$ cat src/rtl/unified_mem_arbiter.sv
`default_nettype none
// ============================================================================
// Module   : unified_mem_arbiter
// Brief    : Shares one single-port BRAM between the fetch (I) and load/store
//            (D) ports. D has priority, and a streak limit keeps fetch from
//            being starved. Optional macro MISALIGN_TRAP_EN makes misaligned
//            D accesses report an error instead of touching memory.
// Revision : 1.0 - initial release
// ============================================================================
module unified_mem_arbiter #(
    parameter int ADDR_W       = 12,
    parameter int LATENCY      = 2,
    parameter int MAX_D_STREAK = 4
) (
    input  logic              clk_in,
    input  logic              rst_in,
    input  logic              i_valid_in,
    input  logic [31:0]       i_addr_in,
    output logic              i_ready_out,
    input  logic              i_flush_in,
    output logic              i_rsp_valid_out,
    output logic [31:0]       i_rsp_data_out,
    input  logic              d_valid_in,
    input  logic              d_we_in,
    input  logic [31:0]       d_addr_in,
    input  logic [31:0]       d_wdata_in,
    output logic              d_ready_out,
    output logic              d_rsp_valid_out,
    output logic [31:0]       d_rsp_data_out,
    output logic              d_err_out,
    output logic [ADDR_W-1:0] mem_addr_out,
    output logic [31:0]       mem_din_out,
    output logic              mem_we_out,
    output logic              mem_en_out,
    input  logic [31:0]       mem_dout_in
);

    localparam logic [1:0] c_ST_IDLE  = 2'd0;
    localparam logic [1:0] c_ST_ISSUE = 2'd1;
    localparam logic [1:0] c_ST_WAIT  = 2'd2;
    localparam logic [1:0] c_ST_DONE  = 2'd3;

    localparam int                    c_STREAK_W  = $clog2(MAX_D_STREAK + 1);
    localparam logic [c_STREAK_W-1:0] c_STREAK_MAX = c_STREAK_W'(MAX_D_STREAK);
    localparam logic [1:0]            c_WAIT_LOAD  = 2'(LATENCY - 2);

    logic [1:0]            r_state;
    logic [c_STREAK_W-1:0] r_streak;
    logic                  r_squash;
    logic                  r_port_d;
    logic                  r_we;
    logic [ADDR_W-1:0]     r_addr;
    logic [31:0]           r_wdata;
    logic [1:0]            r_wait_cnt;

    logic w_idle;
    logic w_issue;
    logic w_done;
    logic w_grant_d;
    logic w_grant_i;
    logic w_err;

    // Address bits outside the word index never reach the BRAM.
    logic w_unused_addr;
    assign w_unused_addr = ^{i_addr_in[31:ADDR_W+2], i_addr_in[1:0],
                             d_addr_in[31:ADDR_W+2], d_addr_in[1:0]};

    assign w_idle  = rst_in && (r_state == c_ST_IDLE);
    assign w_issue = (r_state == c_ST_ISSUE);
    assign w_done  = (r_state == c_ST_DONE);

    // D wins ties unless it has used up its streak while I was waiting.
    assign w_grant_d = w_idle && d_valid_in && (!i_valid_in || (r_streak != c_STREAK_MAX));
    assign w_grant_i = w_idle && i_valid_in && !w_grant_d;

    assign d_ready_out = w_grant_d;
    assign i_ready_out = w_grant_i;

`ifdef MISALIGN_TRAP_EN
    logic r_err;

    always_ff @(posedge clk_in or negedge rst_in) begin
        if (!rst_in) begin
            r_err <= 1'b0;
        end else if (w_grant_d) begin
            r_err <= (d_addr_in[1:0] != 2'b00);
        end else if (w_grant_i) begin
            r_err <= 1'b0;
        end
    end

    assign w_err = r_err;
`else
    assign w_err = 1'b0;
`endif

    // Memory strobes decode straight from state so reset drops them at once.
    assign mem_en_out   = w_issue && !w_err;
    assign mem_we_out   = w_issue && r_we && !w_err;
    assign mem_addr_out = w_issue ? r_addr : '0;
    assign mem_din_out  = mem_we_out ? r_wdata : 32'd0;

    assign d_rsp_valid_out = w_done && r_port_d;
    assign d_rsp_data_out  = (w_done && r_port_d && !r_we && !w_err) ? mem_dout_in : 32'd0;
    assign d_err_out       = w_done && r_port_d && w_err;

    // A flush arriving in the DONE cycle itself still kills the response.
    assign i_rsp_valid_out = w_done && !r_port_d && !r_squash && !i_flush_in;
    assign i_rsp_data_out  = i_rsp_valid_out ? mem_dout_in : 32'd0;

    always_ff @(posedge clk_in or negedge rst_in) begin
        if (!rst_in) begin
            r_state    <= c_ST_IDLE;
            r_streak   <= '0;
            r_squash   <= 1'b0;
            r_port_d   <= 1'b0;
            r_we       <= 1'b0;
            r_addr     <= '0;
            r_wdata    <= 32'd0;
            r_wait_cnt <= 2'd0;
        end else begin
            case (r_state)
                c_ST_IDLE: begin
                    if (w_grant_d) begin
                        r_state  <= c_ST_ISSUE;
                        r_port_d <= 1'b1;
                        r_we     <= d_we_in;
                        r_addr   <= d_addr_in[ADDR_W+1:2];
                        r_wdata  <= d_we_in ? d_wdata_in : 32'd0;
                        r_squash <= 1'b0;
                        if (i_valid_in) begin
                            if (r_streak != c_STREAK_MAX) begin
                                r_streak <= r_streak + 1'b1;
                            end
                        end else begin
                            r_streak <= '0;
                        end
                    end else if (w_grant_i) begin
                        r_state  <= c_ST_ISSUE;
                        r_port_d <= 1'b0;
                        r_we     <= 1'b0;
                        r_addr   <= i_addr_in[ADDR_W+1:2];
                        r_wdata  <= 32'd0;
                        r_squash <= i_flush_in;
                        r_streak <= '0;
                    end
                end
                c_ST_ISSUE: begin
                    if (!r_port_d && i_flush_in) begin
                        r_squash <= 1'b1;
                    end
                    if (LATENCY >= 2) begin
                        r_state    <= c_ST_WAIT;
                        r_wait_cnt <= c_WAIT_LOAD;
                    end else begin
                        r_state <= c_ST_DONE;
                    end
                end
                c_ST_WAIT: begin
                    if (!r_port_d && i_flush_in) begin
                        r_squash <= 1'b1;
                    end
                    if (r_wait_cnt == 2'd0) begin
                        r_state <= c_ST_DONE;
                    end else begin
                        r_wait_cnt <= r_wait_cnt - 2'd1;
                    end
                end
                c_ST_DONE: begin
                    r_state  <= c_ST_IDLE;
                    r_squash <= 1'b0;
                end
                default: begin
                    r_state <= c_ST_IDLE;
                end
            endcase
        end
    end

endmodule
`default_nettype wire

$ cat config.mk
export PLATFORM = sky130hd
export DESIGN_NAME = unified_mem_arbiter
export DESIGN_NICKNAME = d
export VERILOG_FILES = /design/src/rtl/unified_mem_arbiter.sv
export SDC_FILE = /design/constraint.sdc
export NUM_CORES = 1
export LEC_CHECK = 0
export CAP_MARGIN = 10
export CORE_ASPECT_RATIO = 0.9
export CORE_MARGIN = 2
export CORE_UTILIZATION = 34
export DETAILED_ROUTE_END_ITERATION = 7
export GPL_TIMING_DRIVEN = 0
export PLACE_DENSITY = 0.82
export SLEW_MARGIN = 40
export SYNTH_ARGS = -nofsm -noshare
export SYNTH_HDL_FRONTEND = slang
export SYNTH_SLANG_ARGS = --single-unit
export TNS_END_PERCENT = 10
$ cat constraint.sdc
create_clock -name clk_in -period 2.5 [get_ports clk_in]
set_input_delay 0.75 -clock clk_in [delete_from_list [all_inputs] [get_ports clk_in]]
set_output_delay 0.75 -clock clk_in [all_outputs]
set_load 0.05 [all_outputs]
==> metrics.md <==
| Metric | Value |
|---|---|
| Pin count of the biggest net entering global routing | `26` |
| CP peak stage delay | `roughly 0.38 ns` |
| Rows | `33` |
| Root Driver | `clkbuf_8` |
| Failing checks | `negative setup slack` |
| Placed Cells incl. Taps | `roughly 660` |
| Worst-path maximum fanout | `6` |
| Core area | `between 9000 and 10,000 sq um` |
| Synth unique cells | `34` |
| Final WL | `approximately 12 mm` |
| Worst Path Buf+Inv | `5` |
| Post-route setup slack | `-0.05647 ns` |
| Power density cells | `a little under 900 nW/um^2` |
| Combinational Power Share | `0.620` |
| Power share of the sequential group | `0.271` |
| DRC Markers | `0` |
| Mean Syn Cell Area | `9.732 sq um` |
| Worst VDD drop | `approximately 0.6 mV` |
| Sw Ratio | `0.4358` |
| #FFs+latches synth | `54` |
| Gr usage total | `0.2135` |
| Vias | `around 3,300` |
| Final hold vios | `0` |
| Initial antenna violation count | `0` |
| Initial Utilization | `0.3509` |
| Via density | `approximately 5` |
| Net count, final | `706` |
| Total I/O pin count | `roughly 250` |
| Crit path max-delay family | `buffers and inverters` |
| Drt first pass iters | `4` |
| Top post-synthesis cells by area | `dfrtp_1 42%, and2_1 15%, a22o_1 9.3%, and3_1 6.4%, o211ai_1 3.8%` |
| Cell type with the largest total area after synthesis | `dfrtp_1` |
| Fmax | `0.3912 GHz` |
| Type of the most critical hold path | `input pin to async pin` |
| Routed Antenna Nets | `0` |
| Slew @ Worst Pin | `between 0.5 and 0.6 ns` |
| Final worst path period need | `2.556 ns` |
| Post-synthesis sequential area ratio | `0.4220` |
| Startpoint types | `flip-flop` |
| Cells after Synth | `329` |
| Slew Limit Fails | `0` |
| Num CTS Buffers | `5` |
| Fill count | `~700` |
| Number of port buffers | `207` |
| Static Leak | `3.101 nW` |
| Clk pwr share | `0.109` |
| CP Cell Sequence | `inv_2 > ha_1 > and3_1 > buf_6 > or2_1 > buf_6 > inv_8 > nor2_4 > buf_8` |
| Clock slew seen by the registers of the worst setup and hold paths | `around 0.11 ns` |
| Unrepaired setup endpoints after global routing | `true` |
| Final core utilization | `0.6904` |
| Fin Setup TNS | `-0.5619 ns` |
| Most used cell, CP | `buf_6` |
| Final setup violation count | `34` |
| Yosys Warn Count | `0` |
| Die width | `106.3 um` |
| H-tree Lvls | `2` |
| Crit end category | `primary output` |
| Final setup skew | `between 0.01 and 0.015 ns` |
| Net Count, Synth | `471` |
| Synth top area share | `0.4220` |
| Cell-internal power | `3.134 mW` |
| Status | `finished with violations` |
| Max-Slew Margin vs Limit | `0.6623` |
| Slowest stage cell, crit path | `dfrtp_1` |
| Grt total ovfl | `0` |
| Syn-to-layout area delta | `96.76%` |
| CTS tree | `built` |
| First DRT Iteration DRCs | `119` |
| Die Area | `around 10,000 sq um` |
| Max Cap Viol | `0` |
| # clock sinks | `54` |
| Clock buffer depth | `2` |
| Die height | `between 90 and 100 um` |
| Psw | `2.421 mW` |
| Half-perimeter wire length after detailed placement | `approximately 8.4 mm` |
| Global-route wire length before repair | `around 17 mm` |
| Worst-Skew Late Latency | `0.31 ns` |
| Layout Cells excl Fill | `688` |
| Avg WL per Cell | `16.96 um` |
| Ratio of cells with drive above 1 in the final layout | `0.5062` |
| CP required | `about 1.8 ns` |
| Kind of critical path | `flip-flop to primary output` |
| Vias in the first global route | `roughly 3,300` |
| Placer's final routability congestion estimate | `~0.81` |
| Syn Std Cell Area | `about 3200 sq um` |
| Critical path arrival | `between 1.5 and 2 ns` |
| Fin crit share | `1.023` |
stage by stage:
step | power (mW) | hold slack (ns) | cell area (sq um) | setup slack [ns]
floorplan | 3.401 | 0.4396 | 3313 | -0.06785
global placement | 4.311 | 0.4545 | 5538 | -3.429
detailed placement | 4.385 | 0.4645 | 5555 | -1.399
CTS | 5.279 | 0.2374 | 5958 | -0.09827
global route | 5.875 | 0.2315 | 6297 | -0.1314
finish | 5.555 | 0.2401 | 6300 | -0.05647
final cells by class:
class	instances	area, sq um	share of cell area
Antenna cell	1	2.502	0.0003972
Multi-Input combinational cell	225	1807	0.2868
Tap cell	122	152.6	0.02423
Sequential cell	54	1353	0.2147
Clock inverter	3	43.79	0.006951
Buffer	30	286.5	0.04548
Clock buffer	5	68.82	0.01092
Timing Repair Buffer	228	2504	0.3974
Inverter	20	82.58	0.01311
power groups by stage:
stage | registers [mW] | logic (mW) | clock network (mW)
after CTS | 1.50 | 3.16 | 0.618
after global routing | 1.55 | 3.67 | 0.653
after floorplan | 1.42 | 1.98 | 0
after global placement | 1.48 | 2.83 | 0
after detailed placement | 1.50 | 2.89 | 0
final | 1.50 | 3.45 | 0.604
state kept, by name, summed over array words and instances, names as in the netlist:
name,cells
r_wait_cnt,2
r_port_d,1
r_addr,12
r_wdata,32
r_squash,1
r_streak,3
r_state,2
r_we,1
what timing repair did:
item | in CTS | in global routing
setup endpoints to repair | 114 | 112
setup buffers | 6 | 12
gates cloned | 2 | 0
gates resized for setup | 801 | 107
pin swaps | 3 | 14
hold buffers | 0 | 0
kinds of logic after synthesis:
group,synth area share
xor gates and xnor gates,0.002736
muxes,0.003517
other,0.001171
AOI/OAI and AO/OA,0.1973
and+or+nand+nor,0.2657
adders and majority gates,0.03126
buffers and inverters,0.07620
DFF,0.4220
Yosys cell counts:
master,count
ha_1,8
nand2b_1,1
o21ai_0,3
inv_2,1
and3_1,33
a32o_1,2
nand3_2,1
clkbuf_1,19
o21bai_1,1
xor2_1,1
nor2_1,5
nor4b_2,1
o211ai_1,16
nand2_1,17
dfrtp_1,54
a21oi_1,3
a31o_1,1
nor3b_4,1
o211a_1,1
inv_1,19
conb_1,1
o211ai_2,9
buf_4,2
buf_2,3
buf_6,6
or2_1,1
a21o_1,1
a22o_1,34
nor2b_1,2
a32oi_1,1
nand3_1,1
mux2_2,1
a2bb2oi_1,1
and2_1,78
placed cells by master (no fill, tap or decap), types with 2 or more instances in the layout:
cell             count
and3_2              27
ha_1                 5
and2_2              46
ha_2                 2
and2_4              24
buf_16               2
clkdlybuf4s50_1     89
nand2_1             17
dfrtp_1             53
clkbuf_8             9
and2_1               8
buf_4               21
o21ai_0              3
buf_8               36
a22o_1              34
a21oi_1              3
dlygate4sd2_1        3
and3_1               6
inv_1               16
nor2_1               4
clkbuf_1             8
buf_6               85
o211ai_2             9
inv_2                3
buf_2                9
o211ai_1            16
a32o_1               2
path summary, 6_finish.rpt:
check | startpoint | end | slack (ns) | cells past startpoint
setup / recovery | r_streak[0] | i_ready_out | -0.06 | 9
hold / removal | rst_in | r_wdata[8] | 0.24 | 1
setup reg to reg | r_state[1] | r_addr[9] | 0.61 | 8
hold reg to reg | r_wait_cnt[0] | r_wait_cnt[0] | 0.49 | 1
max in group asynchronous | rst_in | r_port_d | 1.75 | 3
min in group clk_in | r_wait_cnt[0] | r_wait_cnt[0] | 0.49 | 1
per-layer routing:
| layer | GRT usage | vias up | wire length (um) |
|---|---|---|---|
| li1 | - | 1603 | - |
| met1 | 0.2864 | 1626 | 4923 |
| met2 | 0.3739 | 114 | 6069 |
| met3 | 0.03047 | 6 | 576 |
| met4 | 0.03728 | 0 | 97 |
| met5 | 0 | - | 0 |
Note: power is estimated with default switching activity, not from simulation.
==> variant: new RTL, same flow settings <==
The parameter `MAX_D_STREAK` goes from 4 to 8.
--- a/src/rtl/unified_mem_arbiter.sv
+++ b/src/rtl/unified_mem_arbiter.sv
@@ -12,3 +12,3 @@
     parameter int LATENCY      = 2,
-    parameter int MAX_D_STREAK = 4
+    parameter int MAX_D_STREAK = 8
 ) (
Behaviour: same outputs for any inputs over 10 cycles, from zero or initial values and one cycle with rst_in low; that may be too few to reach the edited logic, so the function may still have changed.
==> variant against the original RTL <==
Power grew 2.7%; non-clock buffer count fell by 1; the flow still finishes with violations (setup timing); sequential cell count rose by 1; highest routed layer unchanged; combinational power increased by 2%; wire length up 2.5%; final area about the same; synthesized area up 0.12%; largest cell class unchanged; sequential share of layout area rose by 0.44 points; worst setup slack worse by 4.2 ps.
==> variant: results (changes against the original RTL) <==
initial DRC count 108 (was 119); Final nets 714 (was 706); Worst VDD drop 457.7 uV (was 594.3 uV); gr usage total 21.44% (was 21.35%); GPL Wtd Cong 0.7937 (was 0.8076); maximum net fanout on the critical path 10 (was 6); area post-placement 5497 um^2 (was 5555 um^2); leading post-synthesis cells by cell area dfrtp_1 43%, and2_1 15%, a22o_1 9.0%, and3_1 6.2%, nor2_1 3.3% (was dfrtp_1 42%, and2_1 15%, a22o_1 9.3%, and3_1 6.4%, o211ai_1 3.8%); Yosys cell types 38 (was 34); Worst Tran Pin Value 773.7 ps (was 508.6 ps); final worst slack -60.69 ps (was -56.47 ps); Post-Syn Nets 479 (was 471); Antenna diodes 0 (was 1); routed via count 3500 (was 3349); vias in the first global route 3307 (was 3290); Post-synth top cells 79 x and2_1, 55 x dfrtp_1, 33 x a22o_1 (was 78 x and2_1, 54 x dfrtp_1, 34 x a22o_1); Static Leakage 3.024 nW (was 3.101 nW); Int Pwr 0.003161 W (was 0.003134 W); Switching Power 0.002542 W (was 0.002421 W); Reg power frac 26.8% (was 27.1%); DP HPWL 8382 um (was 8433 um); violated checks setup timing (unchanged); share of cells above drive strength 1 40.84% (was 50.62%); sequential share of the synthesized area 42.94% (was 42.20%); skew final 9.351 ps (was 11.83 ps); CP peak stage delay 430 ps (was 380 ps); Regs by FF count r_wdata (32), r_addr (12), r_streak (4) (was r_wdata (32), r_addr (12), r_streak (3)); status finished with violations (unchanged); Final setup viols 32 (was 34)
-- variant: stage by stage --
stage               cells  setup TNS, ps
finish                695          -1341
global route          695          -5236
CTS                   683          -1917
detailed placement    667         -94540
global placement      666        -281970
floorplan             337         -13440
-- variant: cells by family (layout without fill, tap and decap cells) --
logic type / count (synthesis) / count (layout) / share of synthesized area, %
AOI/OAI and AO/OA: 60 / 60 / 16.08
xor gates and xnor gates: 1 / 1 / 0.2733
adders and majority gates: 8 / 8 / 3.123
buffers and inverters: 38 / 274 / 5.776
DFF: 55 / 55 / 42.94
muxes: 3 / 3 / 1.015
other: 1 / 1 / 0.1170
and+or+nand+nor: 171 / 171 / 30.68
-- variant: cell type report --
type / count / area, um^2
fillers: 652 / 2831
repair buffers: 231 / 2555
multi-input cells: 244 / 1818
flip-flops and latches: 55 / 1379
plain buffers: 26 / 227.7
well taps: 122 / 152.6
clock buffers: 5 / 68.82
clock inverters: 3 / 55.05
inverters: 9 / 37.54
-- variant: final timing paths --
check	startpoint	end	slack, ps	cells after the start
worst min register to register	r_wait_cnt[0]	r_wait_cnt[0]	500	1
worst min-delay path	rst_in	r_wdata[8]	240	1
min in group clk_in	r_wait_cnt[0]	r_wait_cnt[0]	500	1
worst max-delay path	r_state[1]	d_rsp_data_out[7]	-60	7
worst max register to register	r_state[1]	r_wdata[0]	480	7
max in group asynchronous	rst_in	r_squash	1760	2
-- variant: timing repair --
item / 4_1_cts / 5_1_grt
setup buffers: 7 / 11
setup endpoints to repair: 114 / 112
cloned: 3 / 2
gates resized for setup: 780 / 108
pin swaps: 2 / 14
-- variant: layer usage --
metal	GRT usage (%)	part of all wire (%)	vias up
li1	-	-	1639
met2	37.98	53	137
met4	4.276	1.9	0
met1	27.59	40	1699
met3	4.062	6.0	25
met5	0	0	-
